## config.mk

```make
export PLATFORM = sky130hd
export DESIGN_NAME = fc_input_gather
export DESIGN_NICKNAME = d
export VERILOG_FILES = /design/src/rtl/fc_pkg.sv /design/src/rtl/fc_frame_bank.sv /design/src/rtl/fc_input_gather.sv
export SDC_FILE = /design/constraint.sdc
export NUM_CORES = 1
export LEC_CHECK = 0
export BUFFER_PORTS_ARGS = -buffer_cell sky130_fd_sc_hd__buf_2
export CORE_AREA = 2 2 241 243
export DETAILED_ROUTE_END_ITERATION = 10
export DIE_AREA = 0 0 243 245
export PLACE_DENSITY = 0.72
export SYNTH_ARGS = -nofsm -noshare
export SYNTH_HDL_FRONTEND = slang
export SYNTH_SLANG_ARGS = --single-unit
```

## constraint.sdc

```tcl
create_clock -name clk -period 2.7 [get_ports clk]
set_input_delay 0.675 -clock clk [delete_from_list [all_inputs] [get_ports clk]]
set_output_delay 0.675 -clock clk [all_outputs]
set_load 0.01 [all_outputs]
```

## src/rtl/fc_pkg.sv

```systemverilog
// Shared types and sizing helpers for the FC input gather front end and the
// FC layer that consumes its frame.
package fc_pkg;

    localparam int DEF_INPUT_SIZE     = 5;
    localparam int DEF_INPUT_CHANNELS = 3;
    localparam int DEF_PX_SIZE        = 8;

    function automatic int flat_size(input int side, input int chans);
        return side * side * chans;
    endfunction

    localparam int DEF_FLAT_SIZE = flat_size(DEF_INPUT_SIZE, DEF_INPUT_CHANNELS);
    localparam int DEF_IDX_W     = $clog2(DEF_FLAT_SIZE);

    typedef enum logic [0:0] {
        FILL = 1'b0,
        FULL = 1'b1
    } gather_state_e;

    // Layout matches fc_layer img_in: [x][y][c][bit]
    typedef logic [DEF_INPUT_SIZE-1:0][DEF_INPUT_SIZE-1:0]
                  [DEF_INPUT_CHANNELS-1:0][DEF_PX_SIZE-1:0] frame_t;

endpackage

```

## src/rtl/fc_frame_bank.sv

```systemverilog
// One frame storage bank: pixel-addressed writes while free, a full flag set
// on frame completion and cleared when the consumer releases the bank.
module fc_frame_bank
    import fc_pkg::*;
#(
    parameter int FLAT_SIZE = DEF_FLAT_SIZE,
    parameter int IDX_W     = DEF_IDX_W,
    parameter int PX_SIZE   = DEF_PX_SIZE
) (
    input  logic                         clk,
    input  logic                         rst_n,
    input  logic                         wr_en_i,
    input  logic [IDX_W-1:0]             wr_idx_i,
    input  logic [PX_SIZE-1:0]           wr_px_i,
    input  logic                         fill_done_i,
    input  logic                         release_i,
    output logic                         full_o,
    output logic [FLAT_SIZE*PX_SIZE-1:0] data_o
);

    logic [FLAT_SIZE-1:0][PX_SIZE-1:0] mem_q;
    logic                              full_q;
    logic                              full_d;

    // Full flag next state: completion wins; the two never target one bank together.
    always_comb begin
        full_d = full_q;
        if (fill_done_i) begin
            full_d = 1'b1;
        end else if (release_i) begin
            full_d = 1'b0;
        end else begin
            full_d = full_q;
        end
    end

    // Full flag register.
    always_ff @(posedge clk or negedge rst_n) begin
        if (!rst_n) begin
            full_q <= 1'b0;
        end else begin
            full_q <= full_d;
        end
    end

    // Pixel storage; a full bank is frozen so its contents stay stable for the reader.
    always_ff @(posedge clk or negedge rst_n) begin
        if (!rst_n) begin
            mem_q <= '0;
        end else if (wr_en_i && !full_q) begin
            mem_q[wr_idx_i] <= wr_px_i;
        end
    end

    assign full_o = full_q;
    assign data_o = mem_q;

endmodule

```

## src/rtl/fc_input_gather.sv

```systemverilog
// Pixel-stream to flattened-frame gatherer feeding fc_layer img_in.
// Optional macro FC_GATHER_DBUF_EN selects two ping-pong banks instead of one.
module fc_input_gather
    import fc_pkg::*;
#(
    parameter int INPUT_SIZE     = DEF_INPUT_SIZE,
    parameter int INPUT_CHANNELS = DEF_INPUT_CHANNELS,
    parameter int PX_SIZE        = DEF_PX_SIZE
) (
    input  logic                clk,
    input  logic                rst_n,
    input  logic [PX_SIZE-1:0]  px_in,
    input  logic                px_valid,
    input  logic                px_last,
    output logic                px_ready,
    output logic [INPUT_SIZE-1:0][INPUT_SIZE-1:0][INPUT_CHANNELS-1:0][PX_SIZE-1:0] frame_out,
    output logic                frame_valid,
    input  logic                frame_ready,
    output logic                err_len
);

    localparam int               FLAT_SIZE = flat_size(INPUT_SIZE, INPUT_CHANNELS);
    localparam int               IDX_W     = $clog2(FLAT_SIZE);
    localparam int               FRAME_W   = FLAT_SIZE * PX_SIZE;
    localparam logic [IDX_W-1:0] LAST_IDX  = IDX_W'(FLAT_SIZE - 1);

    gather_state_e      state_q;
    gather_state_e      state_d;
    logic [IDX_W-1:0]   idx_q;
    logic [IDX_W-1:0]   idx_d;
    logic               err_q;
    logic               err_d;

    logic               px_ready_s;
    logic               frame_valid_s;
    logic [FRAME_W-1:0] frame_data_s;
    logic               accept_s;
    logic               at_last_s;
    logic               complete_s;
    logic               early_s;
    logic               release_s;
    logic               next_busy_s;

    assign px_ready_s = (state_q == FILL);
    assign accept_s   = px_valid && px_ready_s;
    assign at_last_s  = (idx_q == LAST_IDX);
    assign complete_s = accept_s && at_last_s;
    assign early_s    = accept_s && px_last && !at_last_s;
    assign release_s  = frame_valid_s && frame_ready;

`ifdef FC_GATHER_DBUF_EN
    logic               fill_q;
    logic               fill_d;
    logic               rd_q;
    logic               rd_d;
    logic [1:0]         full_s;
    logic [FRAME_W-1:0] bank_data_s [2];

    for (genvar b = 0; b < 2; b++) begin : g_bank
        fc_frame_bank #(
            .FLAT_SIZE (FLAT_SIZE),
            .IDX_W     (IDX_W),
            .PX_SIZE   (PX_SIZE)
        ) u_bank (
            .clk         (clk),
            .rst_n       (rst_n),
            .wr_en_i     (accept_s && (fill_q == 1'(b))),
            .wr_idx_i    (idx_q),
            .wr_px_i     (px_in),
            .fill_done_i (complete_s && (fill_q == 1'(b))),
            .release_i   (release_s && (rd_q == 1'(b))),
            .full_o      (full_s[b]),
            .data_o      (bank_data_s[b])
        );
    end

    assign frame_valid_s = full_s[rd_q];
    assign frame_data_s  = bank_data_s[rd_q];
    // The bank we move to on completion is busy unless the reader frees it this same edge.
    assign next_busy_s   = full_s[~fill_q] && !(release_s && (rd_q != fill_q));

    // Ping-pong pointer next state.
    always_comb begin
        fill_d = fill_q;
        rd_d   = rd_q;
        if (complete_s) begin
            fill_d = ~fill_q;
        end else begin
            fill_d = fill_q;
        end
        if (release_s) begin
            rd_d = ~rd_q;
        end else begin
            rd_d = rd_q;
        end
    end

    // Ping-pong pointer registers.
    always_ff @(posedge clk or negedge rst_n) begin
        if (!rst_n) begin
            fill_q <= 1'b0;
            rd_q   <= 1'b0;
        end else begin
            fill_q <= fill_d;
            rd_q   <= rd_d;
        end
    end
`else
    fc_frame_bank #(
        .FLAT_SIZE (FLAT_SIZE),
        .IDX_W     (IDX_W),
        .PX_SIZE   (PX_SIZE)
    ) u_bank (
        .clk         (clk),
        .rst_n       (rst_n),
        .wr_en_i     (accept_s),
        .wr_idx_i    (idx_q),
        .wr_px_i     (px_in),
        .fill_done_i (complete_s),
        .release_i   (release_s),
        .full_o      (frame_valid_s),
        .data_o      (frame_data_s)
    );

    assign next_busy_s = 1'b1;
`endif

    // Fill-side state: FULL whenever no bank can take the next beat.
    always_comb begin
        state_d = state_q;
        case (state_q)
            FILL: begin
                if (complete_s && next_busy_s) begin
                    state_d = FULL;
                end else begin
                    state_d = FILL;
                end
            end
            FULL: begin
                if (release_s) begin
                    state_d = FILL;
                end else begin
                    state_d = FULL;
                end
            end
            default: state_d = FILL;
        endcase
    end

    // Write index and sticky length error; an early px_last discards the partial frame.
    always_comb begin
        idx_d = idx_q;
        err_d = err_q;
        if (complete_s || early_s) begin
            idx_d = '0;
        end else if (accept_s) begin
            idx_d = idx_q + 1'b1;
        end else begin
            idx_d = idx_q;
        end
        if (early_s || (complete_s && !px_last)) begin
            err_d = 1'b1;
        end else begin
            err_d = err_q;
        end
    end

    // Control registers.
    always_ff @(posedge clk or negedge rst_n) begin
        if (!rst_n) begin
            state_q <= FILL;
            idx_q   <= '0;
            err_q   <= 1'b0;
        end else begin
            state_q <= state_d;
            idx_q   <= idx_d;
            err_q   <= err_d;
        end
    end

    assign px_ready    = px_ready_s;
    assign frame_valid = frame_valid_s;
    assign frame_out   = frame_data_s;
    assign err_len     = err_q;

endmodule
```

### Word-level counts from Yosys, hierarchy flattened

Index checks and enable logic that the tools add are counted.

| word-level totals | value |
|---|---|
| register bits | 610 |
| input port bits | 13 |
| output and inout port bits | 603 |
| word-level logic and storage cells | 109 |

| cells by class | value |
|---|---|
| $add $sub $neg | 1 |
| magnitude comparators | 2 |
| eq/ne operators | 1 |
| mux-type cells | 10 |
| bitwise logic cells | 1 |
| reductions and logical operators | 15 |

Operators with widths:

| operator | number |
|---|---|
| $bwmux W600 | 1 |
| $demux W8 S7 | 1 |
| $mux W7 | 2 |
| $logic_and A1 B1 Y1 | 8 |
| $lt A7 B8 Y1 const B | 1 |
| $mux W8 | 1 |
| $add A7 B1 Y7 const B | 1 |
| $eq A7 B7 Y1 const B | 1 |
| $ge A7 B1 Y1 const B | 1 |
| $mux W1 | 4 |
| $reduce_bool A2 Y1 | 2 |
| $logic_not A1 Y1 | 3 |
| $logic_or A1 B1 Y1 | 2 |
| $pmux W1 S2 | 1 |
| $not A1 Y1 | 1 |

### Longest topological paths before layout

| logic depth | value |
|---|---|
| word-level depth | 6 |
| mapped depth | 6 |
| depth with buffers taken out | 5 |

### Modules after synthesis

A second synthesis with hierarchy kept.

| unflattened totals | value |
|---|---|
| cells, all modules | 1,454 |
| area, all modules | 23,681.5 um2 |

Modules (own cells, without submodules):

| module | times used | cells an instance | area each (um2) | sequential area each (um2) |
|---|---|---|---|---|
| fc_frame_bank | 1 | 1,401 | 23,182.2 | 15,039.4 |
| fc_input_gather | 1 | 53 | 499.2 | 225.2 |

### Least setup slack after synthesis

No wires, ideal clock.

| timing | value |
|---|---|
| kind | in2reg |
| start point | input port px_valid |
| end point | register u_bank.mem_q (netlist bit u_bank.data_o[112]) |
| library setup time | 125 ps |
| arrival | 2,028 ps |
| required time | 2,575 ps |
| setup slack | 548 ps |
| cell stages on the path | 4 |
| buffers on the path | 1 |
| path through | or4b_1 > buf_4 > nor3b_4 > mux2_2 |

| between the ends | value |
|---|---|
| word-level cells in the longest chain between the ends | 2 |

RTL lines:

| what | RTL line | source |
|---|---|---|
| start: declaration | fc_input_gather.sv:13 | `input logic px_valid,` |
| $logic_and A1 B1 Y1 | fc_input_gather.sv:45 | `assign accept_s = px_valid && px_ready_s;` |
| $logic_and A1 B1 Y1 | fc_frame_bank.sv:50 | `end else if (wr_en_i && !full_q) begin` |
| end signal: indexed assignment | fc_frame_bank.sv:51 | `mem_q[wr_idx_i] <= wr_px_i;` |
| end: declaration | fc_frame_bank.sv:21 | `logic [FLAT_SIZE-1:0][PX_SIZE-1:0] mem_q;` |

No other way between the ends.
A chain may end at the register's enable or synchronous reset.

### Final worst setup path

| timing | value |
|---|---|
| start point | register idx_q[3] |
| end point | register u_bank.mem_q (netlist bit u_bank.data_o[538]) |

| between the ends | value |
|---|---|
| word-level cells in the longest chain between the ends | 5 |
| elaborated cells on any way between the ends | 6 |
| those cells by class | 2 x order compare; 3 x mux; 1 x reduce/logical |

RTL lines:

| what | RTL line | source |
|---|---|---|
| start: declaration | fc_input_gather.sv:29 | `logic [IDX_W-1:0] idx_q;` |
| start signal: assignment | fc_input_gather.sv:176 | `idx_q <= idx_d;` |
| $lt A7 B8 Y1 (not written as such) / $ge A7 B1 Y1 (equally long branches) | fc_frame_bank.sv:51 |  |
| $logic_and A1 B1 Y1 (not written as such) | fc_frame_bank.sv:51 |  |
| $mux W8 (not written as such) | fc_frame_bank.sv:51 |  |
| $demux W8 S7 (*) | -- |  |
| $bwmux W600 (*) | fc_frame_bank.sv:51 |  |

Every way passes the cells marked *; elsewhere a longest branch is shown, timed or not.

==> impl_metrics.ini <==
[pwr]
p_clk_frac = 0.422
p_comb_frac = 0.093
power_mw = 20.2
power_switching_mw = 4.92
p_sw_frac = 0.244
seq_power_share = 0.485
p_int_mw = 15.3
p_per_area_nw_per_um2 = 672
leakage_nw = 17.1
ir_drop_mv = 0.482

[global_route]
gr-total-overflow = 0
grt_pass1_wl_um = 105000
grt_antenna_before_repair = 2
grt_pass1_vias = 16159
grt_max_degree = 76
track_usage = 0.234

[sta]
fin_ws_ps = 326
slew_headroom = 0.211
layout_min_cycle_time_ps = 2370
finalSetupViolations = 0
finalMaxSlewViolations = 0
hold_viol = 0
max_freq_ghz = 0.421
finClkSkew_ps = 19.9
post-route-period-util = 0.879
finalSetupTns_ps = 0
tightest_slew_ps = 1180
rsz0062_at_grt = false

[critical_path]
end_kind = flop
path_max_fanout = 17
critPathKind = flop to flop
rr_worst_depth = 4
reg2reg_setup_slack_ps = 330
cp-start-kind = flop
required_ps = 3200
crit_arrival_ps = 2870

[placed_design]
portBuffers = 615
gp_routability_congestion = 0.802
placement.cell_area_um2 = 28000
dp_hpwl_um = 47100
pre_cts_ws_ps = 149

[yosys]
yosys_most_used_dff = dfrtp_1
synth_cells = 1443
synth_warnings = 0
avgSynthCellArea_um2 = 16.3
async_reset_ff_frac = 1.00
ys_seq_area_frac = 0.649
ys_seq_elements = 610
synth_nets = 1458
ys_types = 38
synth_area_um2 = 23500
synth-edff-count = 0

[detailed_routing]
drtIter0Drc = 597
routedWlPerCell_um = 24.0
vias_per_cell = 5.22
routed_wl_um = 70300
drc = 0
first_pass_iters = 4
vias = 15272
drtAntennaViolNets = 0

[final_layout]
multiInputGateArea_um2 = 7880
stdcell_area_um2 = 30000
n_antenna_cell = 0
fin_util = 0.526
seq_area_um2 = 15300
area_delta_synth_final_pct = 27.7
n_fill_cell = 4776
nets = 2125
layout-drive-gt1-share = 0.663

[die]
die_w_um = 243
ios = 616
fp.dieArea_um2 = 59500
start_util = 0.412
die_h_um = 245
core_um2 = 57000
num_rows = 88

[clocking]
clk_pin_slew_worst_paths_ps = 60
clkLatencyLatePin_ps = 620
clock_path_buffers = 3
htree_levels = 2
cts_resized = 0
cts_root_buffer = clkbuf_16
cts_sinks = 610
cts_buffers = 60
cts_setup_buffers = 0
cts_tree = yes
hold_buffers = 0

[hold_path]
hp-class = input port to asynchronous set/reset pin

[run_status]
status = completed

[job]
drv_cap = 0
## logic make-up (layout without fill, tap and decap cells)
kind of cell               Yosys count  in the layout  share of synthesized area
AOI/OAI and AO/OA                   16             16                    0.00447
adders and majority gates            2              2                    0.00106
buffers and inverters               99            817                     0.0176
DFF                                610            610                      0.649
muxes                              600            600                      0.287
and+or+nand+nor                    116            116                     0.0403
## cells in the mapped netlist, types with 2 or more instances
library cell | n | area [um2]
buf_2 | 19 | 95.1
nor2b_1 | 3 | 18.8
dfrtp_1 | 610 | 15300
or3_1 | 2 | 12.5
o31ai_1 | 4 | 30.0
nor3b_4 | 8 | 150
and4_1 | 2 | 17.5
nand4b_1 | 2 | 17.5
nand4bb_1 | 2 | 22.5
nand2_1 | 7 | 26.3
nor4b_4 | 3 | 71.3
nand3_1 | 53 | 265
nand3_2 | 6 | 60.1
nor4b_2 | 2 | 30.0
buf_4 | 5 | 37.5
nor2_1 | 3 | 11.3
ha_1 | 2 | 25.0
a22oi_1 | 4 | 30.0
nor3b_2 | 6 | 75.1
mux2_1 | 4 | 45.0
nand2b_1 | 3 | 18.8
clkbuf_1 | 70 | 263
inv_1 | 5 | 18.8
and4bb_2 | 2 | 25.0
mux2_2 | 596 | 6710
or4_1 | 2 | 15.0
nor4bb_1 | 3 | 30.0
o21ai_0 | 5 | 25.0
## state kept, by name, summed over array words and instances, names as in the netlist
signal,flops
u_bank.full_o,1
err_len,1
state_q,1
u_bank.data_o,600
idx_q,7
## per-stage QoR
stage               hold slack, ps  instances
finish                        49.0       2926
floorplan                      379       1443
CTS                           57.2       2926
global placement               457       2813
global route                  61.5       2926
detailed placement             453       2813
## power by group through the flow
stage | registers, mW | clock network (mW) | logic, mW
floorplan | 10.1 | 0 | 0.632
global placement | 9.92 | 0 | 1.86
detailed placement | 9.95 | 0 | 1.91
CTS | 9.78 | 8.65 | 1.91
global route | 9.83 | 9.06 | 2.02
finish | 9.78 | 8.51 | 1.88
## cell type report
type	count	area share
repair buffers	699	0.129
flip-flops and latches	610	0.508
inverters	5	0.000625
well taps	765	0.0319
clock inverters	20	0.00646
clock buffers	93	0.0615
multi-input cells	734	0.262
## path summary, 6_finish.rpt
check                                  from            endpoint
max in group asynchronous             rst_n  u_bank.data_o[301]
worst min-delay path                  rst_n   u_bank.data_o[64]
worst max register to register     idx_q[3]  u_bank.data_o[538]
min in group clk                frame_ready       u_bank.full_o
worst max-delay path               idx_q[3]  u_bank.data_o[538]
worst min register to register      err_len             err_len
## layout by cell type, fill, tap and decap left out, drive strengths merged, types with 2 or more instances in the layout
master,netlist,routed
buf,24,699
dfrtp,610,610
mux2,600,600
clkbuf,70,93
nand3,59,59
nor3b,14,14
clkinv,0,12
nand2,8,8
inv,5,7
o21ai,6,6
nor4b,5,5
o31ai,4,4
a22oi,4,4
nand2b,3,3
bufinv,0,3
clkinvlp,0,3
nor2b,3,3
nor4bb,3,3
nor2,3,3
and4bb,2,2
nand4bb,2,2
nand4b,2,2
or4,2,2
or3,2,2
and4,2,2
ha,2,2
nor3,2,2
nor4,2,2
## routing by layer
| metal | track usage | routed length [um] | vias up |
|---|---|---|---|
| li1 | - | - | 6505 |
| met1 | 0.297 | 28600 | 8112 |
| met2 | 0.393 | 35000 | 531 |
| met3 | 0.0585 | 4760 | 120 |
| met4 | 0.0749 | 1970 | 4 |
| met5 | 0 | 25 | - |
## worst max-delay path, cell delays in order (launching register included)
cell and delay [ps]:
dfrtp_1 630, nor4b_2 700, buf_4 280, nand3_2 270, mux2_2 370
No activity file was read; power rests on OpenSTA's default activity.
